## config.mk

```make
export PLATFORM = sky130hd
export DESIGN_NAME = pipe_ctrl
export DESIGN_NICKNAME = d
export VERILOG_FILES = /design/src/rtl/pipe_ctrl_pkg.sv /design/src/rtl/pipe_ctrl_hazard_detect.sv /design/src/rtl/pipe_ctrl.sv
export SDC_FILE = /design/constraint.sdc
export NUM_CORES = 1
export LEC_CHECK = 0
export ABC_AREA = 1
export BUFFER_PORTS_ARGS = -buffer_cell sky130_fd_sc_hd__buf_2
export CORE_ASPECT_RATIO = 1.75
export CORE_MARGIN = 4
export CORE_UTILIZATION = 37
export DETAILED_ROUTE_END_ITERATION = 8
export GPL_TIMING_DRIVEN = 0
export PLACE_DENSITY = 0.8
export SLEW_MARGIN = 40
export SYNTH_ARGS = -nofsm -noshare
export SYNTH_HDL_FRONTEND = slang
export SYNTH_SLANG_ARGS = --single-unit
```

## constraint.sdc

```tcl
create_clock -name clk -period 1.9 [get_ports clk]
set_clock_uncertainty 0.2 [all_clocks]
set_input_delay 0.19 -clock clk [delete_from_list [all_inputs] [get_ports clk]]
set_output_delay 0.19 -clock clk [all_outputs]
set_load 0.01 [all_outputs]
```

## src/rtl/pipe_ctrl_pkg.sv

```systemverilog
// Shared types and constants for the pipeline sequencing controller.
// An action bundles the PC load enable with the per-stage ld/clr vectors.
package pipe_ctrl_pkg;

  typedef enum logic {
    RUN     = 1'b0,
    MC_BUSY = 1'b1
  } pc_state_t;

  // Stage indices into the ld/clr vectors
  localparam int IFID  = 0;
  localparam int IDEX  = 1;
  localparam int EXMEM = 2;
  localparam int MEMWB = 3;

  localparam logic [3:0] B_IFID  = 4'b0001 << IFID;
  localparam logic [3:0] B_IDEX  = 4'b0001 << IDEX;
  localparam logic [3:0] B_EXMEM = 4'b0001 << EXMEM;
  localparam logic [3:0] B_MEMWB = 4'b0001 << MEMWB;
  localparam logic [3:0] B_ALL   = B_IFID | B_IDEX | B_EXMEM | B_MEMWB;

  typedef struct packed {
    logic       pc_ld;
    logic [3:0] ld;
    logic [3:0] clr;
  } act_t;

  localparam act_t ACT_NORMAL  = '{pc_ld: 1'b1, ld: B_ALL,             clr: 4'b0000};
  // Freeze everything and push a bubble into WB while memory stalls
  localparam act_t ACT_MEMWAIT = '{pc_ld: 1'b0, ld: 4'b0000,           clr: B_MEMWB};
  // Let the head of the pipe drain, hold EX, bubble into EX/MEM
  localparam act_t ACT_MCSTALL = '{pc_ld: 1'b0, ld: B_MEMWB,           clr: B_EXMEM};
  // Squash the two wrong-path instructions behind the branch
  localparam act_t ACT_FLUSH   = '{pc_ld: 1'b1, ld: B_ALL,             clr: B_IFID | B_IDEX};
  // Hold PC and IF/ID, bubble into ID/EX
  localparam act_t ACT_LOADUSE = '{pc_ld: 1'b0, ld: B_EXMEM | B_MEMWB, clr: B_IDEX};
  localparam act_t ACT_RESET   = '{pc_ld: 1'b0, ld: 4'b0000,           clr: B_ALL};

endpackage

```

## src/rtl/pipe_ctrl_hazard_detect.sv

```systemverilog
// Load-use comparator: the instruction in ID reads a register that the load
// currently in EX will not have written back in time. Register 0 never hazards.
module hazard_detect #(
  parameter int REG_W = 5
) (
  input  logic [REG_W-1:0] id_rs1,
  input  logic [REG_W-1:0] id_rs2,
  input  logic             id_use_rs1,
  input  logic             id_use_rs2,
  input  logic [REG_W-1:0] ex_rd,
  input  logic             ex_mem_read,
  output logic             lu_hazard
);

  logic w_rs1_match;
  logic w_rs2_match;

  assign w_rs1_match = id_use_rs1 && (id_rs1 == ex_rd);
  assign w_rs2_match = id_use_rs2 && (id_rs2 == ex_rd);
  assign lu_hazard   = ex_mem_read && (ex_rd != '0) && (w_rs1_match || w_rs2_match);

endmodule

```

## src/rtl/pipe_ctrl.sv

```systemverilog
// Pipeline sequencing controller: memory wait > multi-cycle stall >
// branch flush > load-use bubble. Outputs are combinational from the
// registered FSM state and the current inputs.
// Build option: PIPE_CTRL_PERF_EN enables the stall/flush counters.
module pipe_ctrl
  import pipe_ctrl_pkg::*;
#(
  parameter int REG_W  = 5,
  parameter int MC_LAT = 4
) (
  input  logic             clk,
  input  logic             rst,
  input  logic [REG_W-1:0] id_rs1,
  input  logic [REG_W-1:0] id_rs2,
  input  logic             id_use_rs1,
  input  logic             id_use_rs2,
  input  logic [REG_W-1:0] ex_rd,
  input  logic             ex_mem_read,
  input  logic             ex_branch_taken,
  input  logic             ex_mc,
  input  logic             mem_req,
  input  logic             mem_ready,
  output logic             pc_ld,
  output logic [3:0]       ld,
  output logic [3:0]       clr,
  output logic             mc_done,
  output logic [31:0]      stall_cycles,
  output logic [15:0]      flush_count
);

  localparam int CW = $clog2(MC_LAT) + 1;

  pc_state_t     r_state;
  logic [CW-1:0] r_mc_cnt;

  logic w_lu_hazard;
  logic w_memwait;
  logic w_mcstall;
  logic w_release;
  logic w_flush;
  act_t w_act;

  hazard_detect #(.REG_W(REG_W)) u_hazard (
    .id_rs1      (id_rs1),
    .id_rs2      (id_rs2),
    .id_use_rs1  (id_use_rs1),
    .id_use_rs2  (id_use_rs2),
    .ex_rd       (ex_rd),
    .ex_mem_read (ex_mem_read),
    .lu_hazard   (w_lu_hazard)
  );

  assign w_memwait = mem_req && !mem_ready;
  assign w_mcstall = ((r_state == RUN) && ex_mc) ||
                     ((r_state == MC_BUSY) && (r_mc_cnt != CW'(1)));
  // A memory wait on the would-be release cycle postpones the release
  assign w_release = rst && !w_memwait && (r_state == MC_BUSY) && (r_mc_cnt == CW'(1));

  // Select the highest-priority action for this cycle
  always_comb begin
    w_act   = ACT_NORMAL;
    w_flush = 1'b0;
    if (!rst) begin
      w_act = ACT_RESET;
    end else if (w_memwait) begin
      w_act = ACT_MEMWAIT;
    end else if (w_mcstall) begin
      w_act = ACT_MCSTALL;
    end else if (ex_branch_taken) begin
      w_act   = ACT_FLUSH;
      w_flush = 1'b1;
    end else if (w_lu_hazard) begin
      w_act = ACT_LOADUSE;
    end
  end

  assign pc_ld   = w_act.pc_ld;
  assign ld      = w_act.ld;
  assign clr     = w_act.clr;
  assign mc_done = w_release;

  // Multi-cycle occupancy FSM; frozen during memory wait cycles
  always_ff @(posedge clk or negedge rst) begin
    if (!rst) begin
      r_state  <= RUN;
      r_mc_cnt <= '0;
    end else if (!w_memwait) begin
      case (r_state)
        RUN: begin
          if (ex_mc) begin
            r_state  <= MC_BUSY;
            r_mc_cnt <= CW'(MC_LAT - 1);
          end
        end
        MC_BUSY: begin
          r_mc_cnt <= r_mc_cnt - CW'(1);
          if (r_mc_cnt == CW'(1)) begin
            r_state <= RUN;
          end
        end
        default: begin
          r_state  <= RUN;
          r_mc_cnt <= '0;
        end
      endcase
    end
  end

`ifdef PIPE_CTRL_PERF_EN
  logic [31:0] r_stall_cycles;
  logic [15:0] r_flush_count;

  // Performance counters; both wrap naturally at all-ones
  always_ff @(posedge clk or negedge rst) begin
    if (!rst) begin
      r_stall_cycles <= '0;
      r_flush_count  <= '0;
    end else begin
      if (!w_act.pc_ld) begin
        r_stall_cycles <= r_stall_cycles + 32'd1;
      end
      if (w_flush) begin
        r_flush_count <= r_flush_count + 16'd1;
      end
    end
  end

  assign stall_cycles = r_stall_cycles;
  assign flush_count  = r_flush_count;
`else
  assign stall_cycles = '0;
  assign flush_count  = '0;
`endif

endmodule

```

After elaboration in Yosys (flattened, before gate mapping)
Index checks and enable logic that the tools add are counted.

storage, ports and cells
  register bits = 4
  input bits = 24

cells by class
  add/subtract/negate cells = 1
  equality and inequality tests = 5
  multiplexer cells = 10
  bitwise logic cells = 2
  reductions and logical operators = 16

operator list
  kind                                                    count
  two-way mux 9 bit                                       5
  == test 5 bit                                           2
  logical AND 1 bit                                       10
  case mux 3 bit (2 select lines)                         1
  nonzero test 5 bit                                      1
  == test 3 x 1 -> 1 bit (second input constant)          1
  two-way mux 3 bit                                       1
  inequality test 3 x 1 -> 1 bit (second input constant)  1
  subtractor 3 x 1 -> 3 bit (second input constant)       1
  zero test 1 bit                                         2
  logical OR 1 bit                                        2
  two-way mux 1 bit                                       2
  inequality test 2 bit (second input constant)           1
  inverter 1 bit                                          2
  case mux 1 bit (2 select lines)                         1
  AND reduction 2 bit                                     1

Longest topological paths before layout
  word-level depth = 9
  gate-level depth with buffers = 10

Hierarchy
A second synthesis with hierarchy kept.

second synthesis, totals
  cell total of the unflattened synthesis = 152
  area total of the unflattened synthesis = 920.9 µm²

modules (own cells, without submodules)
  module         instances  cells each  area each (µm²)
  pipe_ctrl      1          97          704.4
  hazard_detect  1          55          216.5

Worst setup path before layout
No wires, ideal clock.

  path type = flip-flop to output port
  from = register r_mc_cnt[1]
  to = output ld[0]
  arrival time = 1.298 ns
  required time = 1.510 ns
  path slack = 0.212 ns
  cell stages (with the launch flop) = 10
  buffers on the path = 1
  cell sequence = dfrtp_1 -> inv_1 -> ha_1 -> nand3_1 -> o21ai_1 -> nand2_2 -> nor2_2 -> nand2_1 -> inv_1 -> buf_4

on the way
  longest elaborated chain between the ends = 6

ends and longest elaborated chain
  what                            line             RTL
  start, declared                 pipe_ctrl.sv:34  logic [CW-1:0] r_mc_cnt;
  start signal, assigned          pipe_ctrl.sv:92  r_mc_cnt <= CW'(MC_LAT - 1);
  start signal, assigned          pipe_ctrl.sv:96  r_mc_cnt <= r_mc_cnt - CW'(1);
  inequality test 3 x 1 -> 1 bit  pipe_ctrl.sv:55  ((r_state == MC_BUSY) && (r_mc_cnt != CW'(1)));
  logical AND 1 bit               pipe_ctrl.sv:55
  logical OR 1 bit                pipe_ctrl.sv:54  assign w_mcstall = ((r_state == RUN) && ex_mc) ||
  two-way mux 9 bit               pipe_ctrl.sv:67  end else if (w_mcstall) begin
  two-way mux 9 bit               pipe_ctrl.sv:65  end else if (w_memwait) begin
  two-way mux 9 bit               pipe_ctrl.sv:63  if (!rst) begin
  end, declared                   pipe_ctrl.sv:24  output logic [3:0] ld,

No other way between the ends.

Worst setup path in the final report
  from = register r_mc_cnt[1]
  to = output clr[1]

on the way
  longest elaborated chain between the ends = 6

ends and longest elaborated chain
  what                            line             RTL
  inequality test 3 x 1 -> 1 bit  pipe_ctrl.sv:55
  logical AND 1 bit               pipe_ctrl.sv:55
  logical OR 1 bit                pipe_ctrl.sv:54
  two-way mux 9 bit               pipe_ctrl.sv:67
  two-way mux 9 bit               pipe_ctrl.sv:65
  two-way mux 9 bit               pipe_ctrl.sv:63
  end, declared                   pipe_ctrl.sv:25  output logic [3:0] clr,

No other way between the ends.

==> flow_results.xml <==
<?xml version="1.0" encoding="UTF-8"?>
<metrics>
  <group name="status">
    <metric name="run_status" unit="">finished, final reports clean</metric>
  </group>
  <group name="setup_path">
    <metric name="worstPathRequired" unit="ns">1.51</metric>
    <metric name="crit_path_max_fanout" unit="">3</metric>
    <metric name="cp_num_buf_inv" unit="">4</metric>
    <metric name="r2r_end" unit="">r_mc_cnt[2]$_DFFE_PN0P_</metric>
    <metric name="critical_path.most_common_cell" unit="">sky130_fd_sc_hd__inv_2</metric>
    <metric name="critical_path_start_end_classification" unit="">flip-flop to output pin</metric>
    <metric name="cpLargestDelayFamily" unit="">buffers and inverters</metric>
    <metric name="end_kind" unit="">output pin</metric>
    <metric name="crit_path_cell_trace" unit="">inv_2 -&gt; ha_4 -&gt; nand3_4 -&gt; o21ai_4 -&gt; nand2_2 -&gt; buf_4 -&gt; inv_2 -&gt; nand3_1 -&gt; nand2_1 -&gt; buf_2</metric>
    <metric name="critPathMaxStageDelay" unit="ns">0.37</metric>
    <metric name="timing.critical_path.slowest_stage_cell" unit="">sky130_fd_sc_hd__dfrtp_1</metric>
    <metric name="data_arrival_time_of_the_critical_path" unit="ns">1.51</metric>
    <metric name="rr_startpoint" unit="">r_state$_DFFE_PN0N_</metric>
    <metric name="critical_path.startpoint_type" unit="">flip-flop</metric>
    <metric name="r2r_cells" unit="">5</metric>
    <metric name="minimum_setup_slack_among_reg_to_reg_paths" unit="ns">0.48</metric>
  </group>
  <group name="timing">
    <metric name="report.final.slew_viol_count" unit="">0</metric>
    <metric name="max_freq" unit="GHz">0.5273</metric>
    <metric name="final_report_setup_violation_count" unit="">0</metric>
    <metric name="final.period_utilization" unit="">0.9980</metric>
    <metric name="worst_slack" unit="ns">0.003721</metric>
    <metric name="final-hold-violation-count" unit="">0</metric>
    <metric name="final_period_minus_worst_setup_slack" unit="ns">1.896</metric>
    <metric name="grt_setup_unrepaired" unit="">true</metric>
    <metric name="fin_tns_setup" unit="ns">0</metric>
  </group>
  <group name="clock_network">
    <metric name="cts_max_path_buffers" unit="">2</metric>
    <metric name="total_clock_sinks" unit="">4</metric>
    <metric name="root_buffer" unit="">sky130_fd_sc_hd__clkbuf_8</metric>
    <metric name="clock_tree_from_tritoncts" unit="">yes</metric>
    <metric name="clkLatencyLatePin" unit="ns">0.22</metric>
    <metric name="clkTransAtPathRegs" unit="ns">0.03</metric>
    <metric name="cts-buffers-inserted" unit="">3</metric>
    <metric name="clock_tree.htree_level_count" unit="">1</metric>
  </group>
  <group name="synthesis">
    <metric name="postSynthAreaPerCell" unit="µm²">6.053</metric>
    <metric name="synth.lib_cells_used.distinct" unit="">19</metric>
    <metric name="synth_area" unit="µm²">895.9</metric>
    <metric name="dominant_combinational_cell_family_by_area_after_synthesis" unit="">buffers and inverters</metric>
    <metric name="synthCells" unit="">148</metric>
    <metric name="synth_simple_gate_area_share" unit="">0.2584</metric>
    <metric name="yosysSeqAreaShare" unit="">0.1117</metric>
    <metric name="synth_compound_area_frac" unit="">0.05587</metric>
    <metric name="synth.yosys.warnings" unit="">0</metric>
    <metric name="ys_ff_latch" unit="">4</metric>
    <metric name="synth_adder_area_share" unit="">0.02793</metric>
    <metric name="synth_xor_area_frac" unit="">0.009777</metric>
    <metric name="synth_mux_area_frac" unit="">0</metric>
  </group>
  <group name="global_route">
    <metric name="grt_pass1_vias" unit="">876</metric>
    <metric name="first_pass_grt_wire_length" unit="µm">3187</metric>
    <metric name="grt_max_degree" unit="">8</metric>
    <metric name="antenna_found_initial" unit="">0</metric>
    <metric name="grt_usage" unit="">0.1274</metric>
    <metric name="grt_overflow_total" unit="">0</metric>
  </group>
  <group name="drt">
    <metric name="wl_per_cell" unit="µm">8.269</metric>
    <metric name="route.detailed.drc" unit="">0</metric>
    <metric name="first_iter_violations" unit="">2</metric>
    <metric name="detailroute.via_count" unit="">962</metric>
    <metric name="antenna_violating_nets_post_route" unit="">0</metric>
    <metric name="routed_via_density" unit="">3.644</metric>
    <metric name="wire_length_reported_by_the_detailed_router" unit="µm">2183</metric>
    <metric name="drt_pass1_iterations" unit="">4</metric>
  </group>
  <group name="placed_design">
    <metric name="dp_slack" unit="ns">0.1175</metric>
    <metric name="gp_routability_congestion" unit="">0.7883</metric>
    <metric name="port_buffers" unit="">33</metric>
    <metric name="placed_cells_incl_taps" unit="">253</metric>
    <metric name="placed_cell_area" unit="µm²">1269</metric>
  </group>
  <group name="worst_hold_path">
    <metric name="worstHoldStart" unit="">mem_ready</metric>
    <metric name="hold_path_end" unit="">r_state$_DFFE_PN0N_</metric>
    <metric name="hold_path_depth" unit="">3</metric>
    <metric name="holdCritPathClass" unit="">primary input to flip-flop</metric>
  </group>
  <group name="die">
    <metric name="rows" unit="">23</metric>
    <metric name="die_span_in_x" unit="µm">45.20</metric>
    <metric name="die_area" unit="µm²">3304</metric>
    <metric name="core_area" unit="µm²">2302</metric>
    <metric name="start_util" unit="">0.3891</metric>
    <metric name="num_io_pins" unit="">82</metric>
    <metric name="die_height" unit="µm">73.10</metric>
  </group>
  <group name="layout">
    <metric name="layout-area-overhead-vs-synth" unit="%">58.66</metric>
    <metric name="finalInstanceArea" unit="µm²">1421</metric>
    <metric name="num_antenna_cells" unit="">0</metric>
    <metric name="final_layout_size_suffix_gt1_frac" unit="">0.4393</metric>
    <metric name="num-nets-final" unit="">267</metric>
    <metric name="layout.cells.non_filler" unit="">264</metric>
  </group>
  <group name="pwr">
    <metric name="ir_worst_vdd" unit="V">0.0002889</metric>
    <metric name="power.density" unit="nW/µm²">684.4</metric>
    <metric name="p_leak" unit="nW">0.9784</metric>
  </group>
  <group name="run">
    <metric name="drv.max_cap_violation_count" unit="">0</metric>
  </group>
</metrics>
## where the power goes
| group | switching [W] | internal [W] | total, W |
|---|---|---|---|
| clock network | 0.0000442 | 0.000135 | 0.000179 |
| logic | 0.000295 | 0.000316 | 0.000611 |
| registers | 0.0000535 | 0.000129 | 0.000183 |
| total | 0.000393 | 0.000580 | 0.000973 |
## final cells by class
class / instances / area, µm²
fill: 229 / 880.8
buffer: 50 / 375.4
inverter: 27 / 101.3
sequential: 4 / 100.1
clock buffer: 3 / 41.29
tap: 25 / 31.28
multi-input combinational: 114 / 531.8
timing repair buffer: 41 / 240.2
## cell usage after synthesis
cell / count / area share
sky130_fd_sc_hd__buf_4: 50 / 0.42
sky130_fd_sc_hd__nand2_1: 32 / 0.13
sky130_fd_sc_hd__inv_1: 26 / 0.11
sky130_fd_sc_hd__nor2_1: 12 / 0.050
sky130_fd_sc_hd__nand3_1: 5 / 0.028
sky130_fd_sc_hd__dfrtp_1: 4 / 0.11
sky130_fd_sc_hd__o21ai_0: 4 / 0.022
sky130_fd_sc_hd__a21oi_1: 2 / 0.011
sky130_fd_sc_hd__ha_1: 2 / 0.028
sky130_fd_sc_hd__nor2_4: 2 / 0.025
sky130_fd_sc_hd__a31oi_1: 1 / 0.0070
sky130_fd_sc_hd__conb_1: 1 / 0.0042
sky130_fd_sc_hd__inv_2: 1 / 0.0042
sky130_fd_sc_hd__nand2_2: 1 / 0.0070
sky130_fd_sc_hd__nand4_1: 1 / 0.0070
sky130_fd_sc_hd__nor2_2: 1 / 0.0070
sky130_fd_sc_hd__o21ai_1: 1 / 0.0056
sky130_fd_sc_hd__o21ai_2: 1 / 0.0098
sky130_fd_sc_hd__xor2_1: 1 / 0.0098
## registers in the layout, indices dropped and copies added (netlist names)
name / count
r_mc_cnt: 3
r_state: 1
## placed cells by master (no fill, tap or decap)
cell type	count
sky130_fd_sc_hd__a21oi_1	2
sky130_fd_sc_hd__a31oi_1	1
sky130_fd_sc_hd__buf_2	31
sky130_fd_sc_hd__buf_4	57
sky130_fd_sc_hd__buf_6	2
sky130_fd_sc_hd__clkbuf_8	3
sky130_fd_sc_hd__conb_1	48
sky130_fd_sc_hd__dfrtp_1	4
sky130_fd_sc_hd__dlygate4sd3_1	1
sky130_fd_sc_hd__ha_1	1
sky130_fd_sc_hd__ha_4	1
sky130_fd_sc_hd__inv_1	23
sky130_fd_sc_hd__inv_2	4
sky130_fd_sc_hd__nand2_1	32
sky130_fd_sc_hd__nand2_2	1
sky130_fd_sc_hd__nand3_1	4
sky130_fd_sc_hd__nand3_4	1
sky130_fd_sc_hd__nand4_1	1
sky130_fd_sc_hd__nor2_1	12
sky130_fd_sc_hd__nor2_2	1
sky130_fd_sc_hd__nor2_4	2
sky130_fd_sc_hd__o21ai_0	4
sky130_fd_sc_hd__o21ai_2	1
sky130_fd_sc_hd__o21ai_4	1
sky130_fd_sc_hd__xor2_1	1
## how the worst max path moves through the flow
stage                       startpoint      to  cells after the start
6_report       r_mc_cnt[1]$_DFFE_PN0P_  clr[1]                     10
3_5_place_dp   r_mc_cnt[1]$_DFFE_PN0P_   ld[1]                     10
4_1_cts        r_mc_cnt[1]$_DFFE_PN0P_   ld[1]                     10
5_1_grt        r_mc_cnt[1]$_DFFE_PN0P_   ld[0]                     10
2_1_floorplan  r_mc_cnt[1]$_DFFE_PN0P_   ld[0]                      9
3_3_place_gp   r_mc_cnt[1]$_DFFE_PN0P_   ld[1]                     10
## routing by layer
metal	wire length, µm	GRT usage	share of wire
met5	0	0	0
met4	56	0.04886	0.026
met3	276	0.03210	0.13
met2	1152	0.2445	0.53
met1	698	0.1205	0.32
## cells by family after synthesis
group	Yosys count
compound gates	9
xor+xnor	1
fa+ha+maj	2
buf+inv	77
flops	4
other cells	1
simple gates	54
## worst min-delay path, cell delays in order
cell and delay, ns:
sky130_fd_sc_hd__buf_2 0.10, sky130_fd_sc_hd__nor2_4 0.05, sky130_fd_sc_hd__a21oi_1 0.13
## metrics by stage
| step | total power, W | utilization | hold WS [ns] |
|---|---|---|---|
| after floorplan | 0.0004913 | - | -0.3056 |
| after global placement | 0.0005917 | 0.5511 | -0.1787 |
| after detailed placement | 0.0005978 | 0.5511 | -0.1768 |
| after CTS | 0.0008935 | 0.6043 | 0.09997 |
| after global routing | 0.001057 | 0.6174 | 0.1176 |
| final | 0.0009728 | 0.6174 | 0.09801 |
## repair_timing
action	4_1_cts	5_1_grt
setup buffers	5	2
resized for setup	8	3
hold buffers	1	0
endpoints found under the setup margin	4	5
hold endpoints to repair	4	0
pin swaps	4	2
No activity file was read; power rests on OpenSTA's default activity.
